[src/rtl/pong_pkg.sv]
// -----------------------------------------------------------------------------
// pong_pkg
//   Shared types and constants for the pong game sequencing logic.
//   - state_e   : game FSM state encoding (also exported on state_o)
//   - Win*      : encodings of the winner output
//   - Def*      : default parameter values for game_flow_ctrl
//   - sat_inc   : saturating 4-bit score increment
// -----------------------------------------------------------------------------
package pong_pkg;

    typedef enum logic [2:0] {
        StIdle   = 3'd0,
        StServe  = 3'd1,
        StPlay   = 3'd2,
        StPoint  = 3'd3,
        StOver   = 3'd4,
        StPaused = 3'd5
    } state_e;

    localparam logic [1:0] WinNone = 2'b00;
    localparam logic [1:0] WinP1   = 2'b01;
    localparam logic [1:0] WinP2   = 2'b10;

    localparam int unsigned DefWinScore    = 9;
    localparam int unsigned DefServeFrames = 60;
    localparam int unsigned DefSyncStages  = 2;

    // Scores stop at the winning value instead of wrapping.
    function automatic logic [3:0] sat_inc(input logic [3:0] value, input logic [3:0] limit);
        return (value >= limit) ? limit : value + 4'd1;
    endfunction

endpackage

[src/rtl/edge_sync.sv]
// -----------------------------------------------------------------------------
// edge_sync
//   Multi-flop synchronizer for an asynchronous level input followed by a
//   rising-edge detector producing a single-cycle pulse.
//   Parameters:
//     Stages  : number of synchronizer flops (>= 1)
//   Ports:
//     clk_out : clock, rising edge
//     reset   : asynchronous, active-high
//     d_i     : raw level input
//     pulse_o : one-cycle pulse on a synchronized 0->1 transition
// -----------------------------------------------------------------------------
module edge_sync #(
    parameter int unsigned Stages = 2
) (
    input  logic clk_out,
    input  logic reset,
    input  logic d_i,
    output logic pulse_o
);

    logic [Stages-1:0] sync_q;
    logic              prev_q;

    // Shift form works for any depth including a single flop.
    always_ff @(posedge clk_out or posedge reset) begin
        if (reset) begin
            sync_q <= '0;
            prev_q <= 1'b0;
        end else begin
            sync_q <= (sync_q << 1) | Stages'(d_i);
            prev_q <= sync_q[Stages-1];
        end
    end

    assign pulse_o = sync_q[Stages-1] & ~prev_q;

endmodule

[src/rtl/game_flow_ctrl.sv]
// -----------------------------------------------------------------------------
// game_flow_ctrl
//   Central game-sequencing FSM for the pong datapath. Owns both scores and
//   decides when the ball logic is held at centre, served, running or frozen.
//
//   Optional build macro: PAUSE_SUPPORT_EN adds a PAUSED state toggled by
//   pause_btn while in PLAY. Without it pause_btn is ignored.
//
//   Parameters:
//     WIN_SCORE    : score that ends the game (1..15)
//     SERVE_FRAMES : frame ticks the ball is held at centre before each serve
//     SYNC_STAGES  : synchronizer depth for the button and point inputs
//   Ports:
//     clk_out      : pixel clock, rising edge
//     reset        : asynchronous, active-high
//     frame_tick   : one-cycle strobe per frame (already in clk_out domain)
//     start_btn    : raw start/restart button level
//     p1_point_in  : level from ball logic, rises when P1 scores
//     p2_point_in  : level from ball logic, rises when P2 scores
//     pause_btn    : raw pause button level (PAUSE_SUPPORT_EN only)
//     ball_rst     : hold ball controller at centre
//     ball_en      : enable ball movement
//     serve_dir    : 0 = serve toward P1, 1 = toward P2
//     p1_score     : P1 score, binary
//     p2_score     : P2 score, binary
//     game_over    : high in OVER
//     winner       : 00 none, 01 P1, 10 P2
//     state_o      : current state encoding
// -----------------------------------------------------------------------------
module game_flow_ctrl
    import pong_pkg::*;
#(
    parameter int unsigned WIN_SCORE    = DefWinScore,
    parameter int unsigned SERVE_FRAMES = DefServeFrames,
    parameter int unsigned SYNC_STAGES  = DefSyncStages
) (
    input  logic       clk_out,
    input  logic       reset,
    input  logic       frame_tick,
    input  logic       start_btn,
    input  logic       p1_point_in,
    input  logic       p2_point_in,
    input  logic       pause_btn,
    output logic       ball_rst,
    output logic       ball_en,
    output logic       serve_dir,
    output logic [3:0] p1_score,
    output logic [3:0] p2_score,
    output logic       game_over,
    output logic [1:0] winner,
    output logic [2:0] state_o
);

    localparam int unsigned     CntW    = $clog2(SERVE_FRAMES + 1);
    localparam logic [CntW-1:0] CntLast = CntW'(SERVE_FRAMES - 1);
    localparam logic [3:0]      WinVal  = 4'(WIN_SCORE);

    // -------------------------------------------------------------------------
    // Input synchronizers / edge detectors
    // -------------------------------------------------------------------------
    logic start_evt;
    logic p1_evt;
    logic p2_evt;

    edge_sync #(.Stages(SYNC_STAGES)) u_sync_start (
        .clk_out (clk_out),
        .reset   (reset),
        .d_i     (start_btn),
        .pulse_o (start_evt)
    );

    edge_sync #(.Stages(SYNC_STAGES)) u_sync_p1 (
        .clk_out (clk_out),
        .reset   (reset),
        .d_i     (p1_point_in),
        .pulse_o (p1_evt)
    );

    edge_sync #(.Stages(SYNC_STAGES)) u_sync_p2 (
        .clk_out (clk_out),
        .reset   (reset),
        .d_i     (p2_point_in),
        .pulse_o (p2_evt)
    );

`ifdef PAUSE_SUPPORT_EN
    logic pause_evt;

    edge_sync #(.Stages(SYNC_STAGES)) u_sync_pause (
        .clk_out (clk_out),
        .reset   (reset),
        .d_i     (pause_btn),
        .pulse_o (pause_evt)
    );
`else
    logic unused_pause_btn;
    assign unused_pause_btn = pause_btn;
`endif

    // -------------------------------------------------------------------------
    // State
    // -------------------------------------------------------------------------
    state_e          state_q, state_d;
    logic [CntW-1:0] cnt_q, cnt_d;
    logic [3:0]      p1_q, p1_d;
    logic [3:0]      p2_q, p2_d;
    logic            dir_q, dir_d;
    logic [1:0]      win_q, win_d;
    logic            ball_rst_q;
    logic            ball_en_q;
    logic            game_over_q;

    always_comb begin
        state_d = state_q;
        cnt_d   = cnt_q;
        p1_d    = p1_q;
        p2_d    = p2_q;
        dir_d   = dir_q;
        win_d   = win_q;

        unique case (state_q)
            StIdle: begin
                if (start_evt) begin
                    state_d = StServe;
                    cnt_d   = '0;
                end
            end

            StServe: begin
                if (frame_tick) begin
                    if (cnt_q == CntLast) begin
                        state_d = StPlay;
                    end else begin
                        cnt_d = cnt_q + CntW'(1);
                    end
                end
            end

            StPlay: begin
                // Point events take priority over a coincident pause request.
                if (p1_evt && p2_evt) begin
                    dir_d   = ~dir_q;
                    state_d = StPoint;
                end else if (p1_evt) begin
                    p1_d    = sat_inc(p1_q, WinVal);
                    dir_d   = 1'b1;
                    state_d = StPoint;
                end else if (p2_evt) begin
                    p2_d    = sat_inc(p2_q, WinVal);
                    dir_d   = 1'b0;
                    state_d = StPoint;
                end
`ifdef PAUSE_SUPPORT_EN
                else if (pause_evt) begin
                    state_d = StPaused;
                end
`endif
            end

            StPoint: begin
                if (p1_q == WinVal) begin
                    win_d   = WinP1;
                    state_d = StOver;
                end else if (p2_q == WinVal) begin
                    win_d   = WinP2;
                    state_d = StOver;
                end else begin
                    cnt_d   = '0;
                    state_d = StServe;
                end
            end

            StOver: begin
                if (start_evt) begin
                    p1_d    = '0;
                    p2_d    = '0;
                    win_d   = WinNone;
                    cnt_d   = '0;
                    state_d = StServe;
                end
            end

`ifdef PAUSE_SUPPORT_EN
            StPaused: begin
                if (pause_evt) begin
                    state_d = StPlay;
                end
            end
`endif

            default: begin
                state_d = StIdle;
            end
        endcase
    end

    // Outputs are decoded from the next state so they change on the same edge
    // as the state itself.
    always_ff @(posedge clk_out or posedge reset) begin
        if (reset) begin
            state_q     <= StIdle;
            cnt_q       <= '0;
            p1_q        <= '0;
            p2_q        <= '0;
            dir_q       <= 1'b0;
            win_q       <= WinNone;
            ball_rst_q  <= 1'b1;
            ball_en_q   <= 1'b0;
            game_over_q <= 1'b0;
        end else begin
            state_q     <= state_d;
            cnt_q       <= cnt_d;
            p1_q        <= p1_d;
            p2_q        <= p2_d;
            dir_q       <= dir_d;
            win_q       <= win_d;
            ball_rst_q  <= (state_d == StIdle) || (state_d == StServe) ||
                           (state_d == StPoint) || (state_d == StOver);
            ball_en_q   <= (state_d == StPlay);
            game_over_q <= (state_d == StOver);
        end
    end

    assign ball_rst  = ball_rst_q;
    assign ball_en   = ball_en_q;
    assign serve_dir = dir_q;
    assign p1_score  = p1_q;
    assign p2_score  = p2_q;
    assign game_over = game_over_q;
    assign winner    = win_q;
    assign state_o   = state_q;

endmodule

[config.mk]
export PLATFORM = sky130hd
export DESIGN_NAME = game_flow_ctrl
export DESIGN_NICKNAME = d
export VERILOG_FILES = /design/src/rtl/pong_pkg.sv /design/src/rtl/edge_sync.sv /design/src/rtl/game_flow_ctrl.sv
export SDC_FILE = /design/constraint.sdc
export NUM_CORES = 1
export LEC_CHECK = 0
export BUFFER_PORTS_ARGS = -buffer_cell sky130_fd_sc_hd__buf_4
export CAP_MARGIN = 20
export CORE_MARGIN = 2
export CORE_UTILIZATION = 52
export DETAILED_ROUTE_END_ITERATION = 6
export PLACE_DENSITY = 0.75
export SLEW_MARGIN = 0
export SYNTH_ARGS = -nofsm -noshare
export SYNTH_HDL_FRONTEND = slang
export SYNTH_SLANG_ARGS = --single-unit
[constraint.sdc]
create_clock -name clk_out -period 4.4 [get_ports clk_out]
set_input_delay 0.44 -clock clk_out [delete_from_list [all_inputs] [get_ports clk_out]]
set_output_delay 0.44 -clock clk_out [all_outputs]
set_load 0.05 [all_outputs]
==> results_dict.tcl <==
set metrics [dict create \
    viasPerCell 5.838 \
    dr.max_layer_used "met4" \
    critPathSlowestCell "dfrtp_1" \
    drt_iter0_drc 68 \
    synth_edf_count 0 \
    dp_cells 190 \
    fin_tns_setup_ns 0 \
    core_area_mm2 0.002781 \
    cp_slowest_stage_delay_ns 0.60 \
    skew_ns 0.004571 \
    portBuffers 22 \
    layout_min_cycle_time_ns 1.784 \
    chipWidth_um 58.51 \
    crit_family "simple AND/OR/NAND/NOR gates" \
    vdd_drop_max_v 0.0003837 \
    grt_setup_unrepaired "false" \
    fin_util_pct 65.63 \
    max_freq_ghz 0.5606 \
    reg2regPathDepth 4 \
    gp_congestion 0.7464 \
    r2r_end "p2_score[2]$_DFFE_PP0P_" \
    drc_errors 0 \
    synth_nets 154 \
    power.share.sequential_pct 45.7 \
    endpoint_kind "flip-flop" \
    wirelength_mm 2.915 \
    slew_viol_final 0 \
    grt_max_degree 33 \
    synthCells 140 \
    insertion_delay_ns 0.32 \
    hpwlAfterDp_mm 2.104 \
    switching_share_pct 33.28 \
    cts_buffers 5 \
    path_cells "nor3b_4, and3_1, nor2_1, a211o_1" \
    ys_seq_elements 32 \
    pwr-share-comb_pct 25.6 \
    syn_area_mm2 0.001545 \
    hp-class "in -> async" \
    ioPinCount 24 \
    tightest_slew_ns 0.4344 \
    worstPathMaxFanout 12 \
    cp_num_buf_inv 0 \
    hold_viol_final 0 \
    start_kind "flip-flop" \
    setup_ws_ns 2.616 \
    die_area_mm2 0.003423 \
    rows 19 \
    ctsHoldBuffers 0 \
    finalNonFillerCells 198 \
    outcome "completed" \
    tritoncts "yes" \
    drive_gt1_share_pct 23.35 \
    postCtsSetupBuffers 0 \
    async_reset_ff_share_pct 100.0 \
    ys_warn_count 0 \
    clk_path_buf_depth 2 \
    timing.final.crit_share_pct 40.54 \
    die_y_um 58.51 \
    dr_wl_met2_mm 1.499 \
    slew_headroom_pct 71.04 \
    crit_arrival_ns 2.00 \
    leakage_nw 0.8443 \
    clk_pin_slew_ns 0.09 \
    nets 180 \
    drtPass1Iterations 4 \
    p_sw_mw 0.2830 \
    max_cap_viol_count 0 \
    final_cell_mix "dfrtp_1 (31), buf_4 (23), nand2_1 (13), inv_1 (9), nand3_1 (8)" \
    ys.flop_type "dfrtp_1" \
    fin_hold_ws_ns 0.1868 \
    clkPwrFrac_pct 28.7 \
    drtAntennaViolNets 0 \
    grt_antenna_before_repair 0 \
    critical_path_class "reg -> reg" \
    grt_pass1_vias 1165 \
    syn_avg_cell_area_um2 11.04 \
    reg2reg_from "state_o[1]$_DFF_PP0_" \
    place_worst_setup_slack_ns 2.630 \
    setup_viol 0 \
    layout_commonest_cell "dfrtp_1" \
    met3_length_um 101 \
    m1WireLength_mm 1.277 \
    synth_cell_types 38 \
    antennaDiodeCount 0 \
    clkSinkCount 32 \
    powerDensity_mw_per_mm2 465.7 \
    area_growth_pct 18.14 \
    p_int_mw 0.5672 \
    cts_resized 0 \
    grt_pass1_wl_mm 4.995 \
    root_buffer "clkbuf_4" \
    vias 1156 \
    cts.htree.levels 2 \
    seq_area_frac_synth_pct 51.90 \
    grt_overflow 0 \
    wl_per_cell_um 14.72 \
    required_ns 4.61 \
    start_util_pct 55.56 \
    r2r_slack_ns 2.62 \
    grt_usage_pct 19.47 \
]
metrics by stage:
step / power [mW] / instance area [um^2]
after floorplan: 0.5638 / 1545
after global placement: 0.5983 / 1730
after detailed placement: 0.6114 / 1730
after CTS: 0.8597 / 1826
after global routing: 0.9104 / 1826
final: 0.8502 / 1826
flip-flops by register name, summed over array words and instances, names as in the netlist:
| signal | flops |
|---|---|
| p2_score | 4 |
| game_over | 1 |
| winner | 2 |
| u_sync_p1.prev_q | 1 |
| ball_en | 1 |
| state_o | 3 |
| u_sync_start.sync_q | 2 |
| u_sync_p2.prev_q | 1 |
| serve_dir | 1 |
| p1_score | 4 |
| u_sync_start.prev_q | 1 |
| cnt_q | 6 |
| u_sync_p1.sync_q | 2 |
| u_sync_p2.sync_q | 2 |
| ball_rst | 1 |
routing by layer:
metal	global-route usage [%]	up-vias
met5	0	-
met4	7.641	0
met3	5.275	4
met2	32.26	25
met1	24.24	568
li1	-	559
final cells by class:
class | instances | area [um^2]
fillers | 221 | 955.9
well taps | 31 | 38.79
multi-input cells | 95 | 683.2
clock inverters | 1 | 30.03
clock buffers | 7 | 65.06
inverters | 9 | 33.78
repair buffers | 23 | 172.7
flip-flops and latches | 32 | 802.0
worst min-delay path, delay by kind of cell:
kind	cells	cell delay, ns
buf+inv	3	0.49
worst max-delay path by stage:
stage	start	endpoint	cells after the start
finish	state_o[1]$_DFF_PP0_	p2_score[2]$_DFFE_PP0P_	4
global route	state_o[1]$_DFF_PP0_	p2_score[2]$_DFFE_PP0P_	4
CTS	state_o[1]$_DFF_PP0_	p2_score[2]$_DFFE_PP0P_	4
detailed placement	state_o[1]$_DFF_PP0_	p2_score[2]$_DFFE_PP0P_	4
global placement	state_o[1]$_DFF_PP0_	p1_score[2]$_DFFE_PP0P_	4
floorplan	state_o[0]$_DFF_PP0_	p1_score[2]$_DFFE_PP0P_	5
power by group through the flow:
stage	Combinational (mW)	Clock [mW]	Sequential, mW
detailed placement	0.217	0	0.395
global route	0.245	0.267	0.398
CTS	0.219	0.252	0.389
floorplan	0.153	0	0.411
finish	0.217	0.244	0.389
global placement	0.208	0	0.391
synthesized netlist by cell type (all sizes together), types with 4 or more instances:
library cell  count  area [um^2]
nor2              6        25.03
buf               4        26.27
nand2b            4        25.02
nand2            13        48.80
a31oi             5        37.53
a21oi             4        20.02
nor2b             5        31.28
dfrtp            31        775.7
inv               9        33.78
nand3             8        40.04
ha                7        87.58
o21ai             5        25.02
cells by family after synthesis:
| family | synth area share, % |
|---|---|
| compound gates | 13.60 |
| fa+ha+maj | 5.668 |
| buf+inv | 3.886 |
| flops | 51.90 |
| mux | 0.6478 |
| simple gates | 24.29 |
Power figures use the tool's default switching activity.
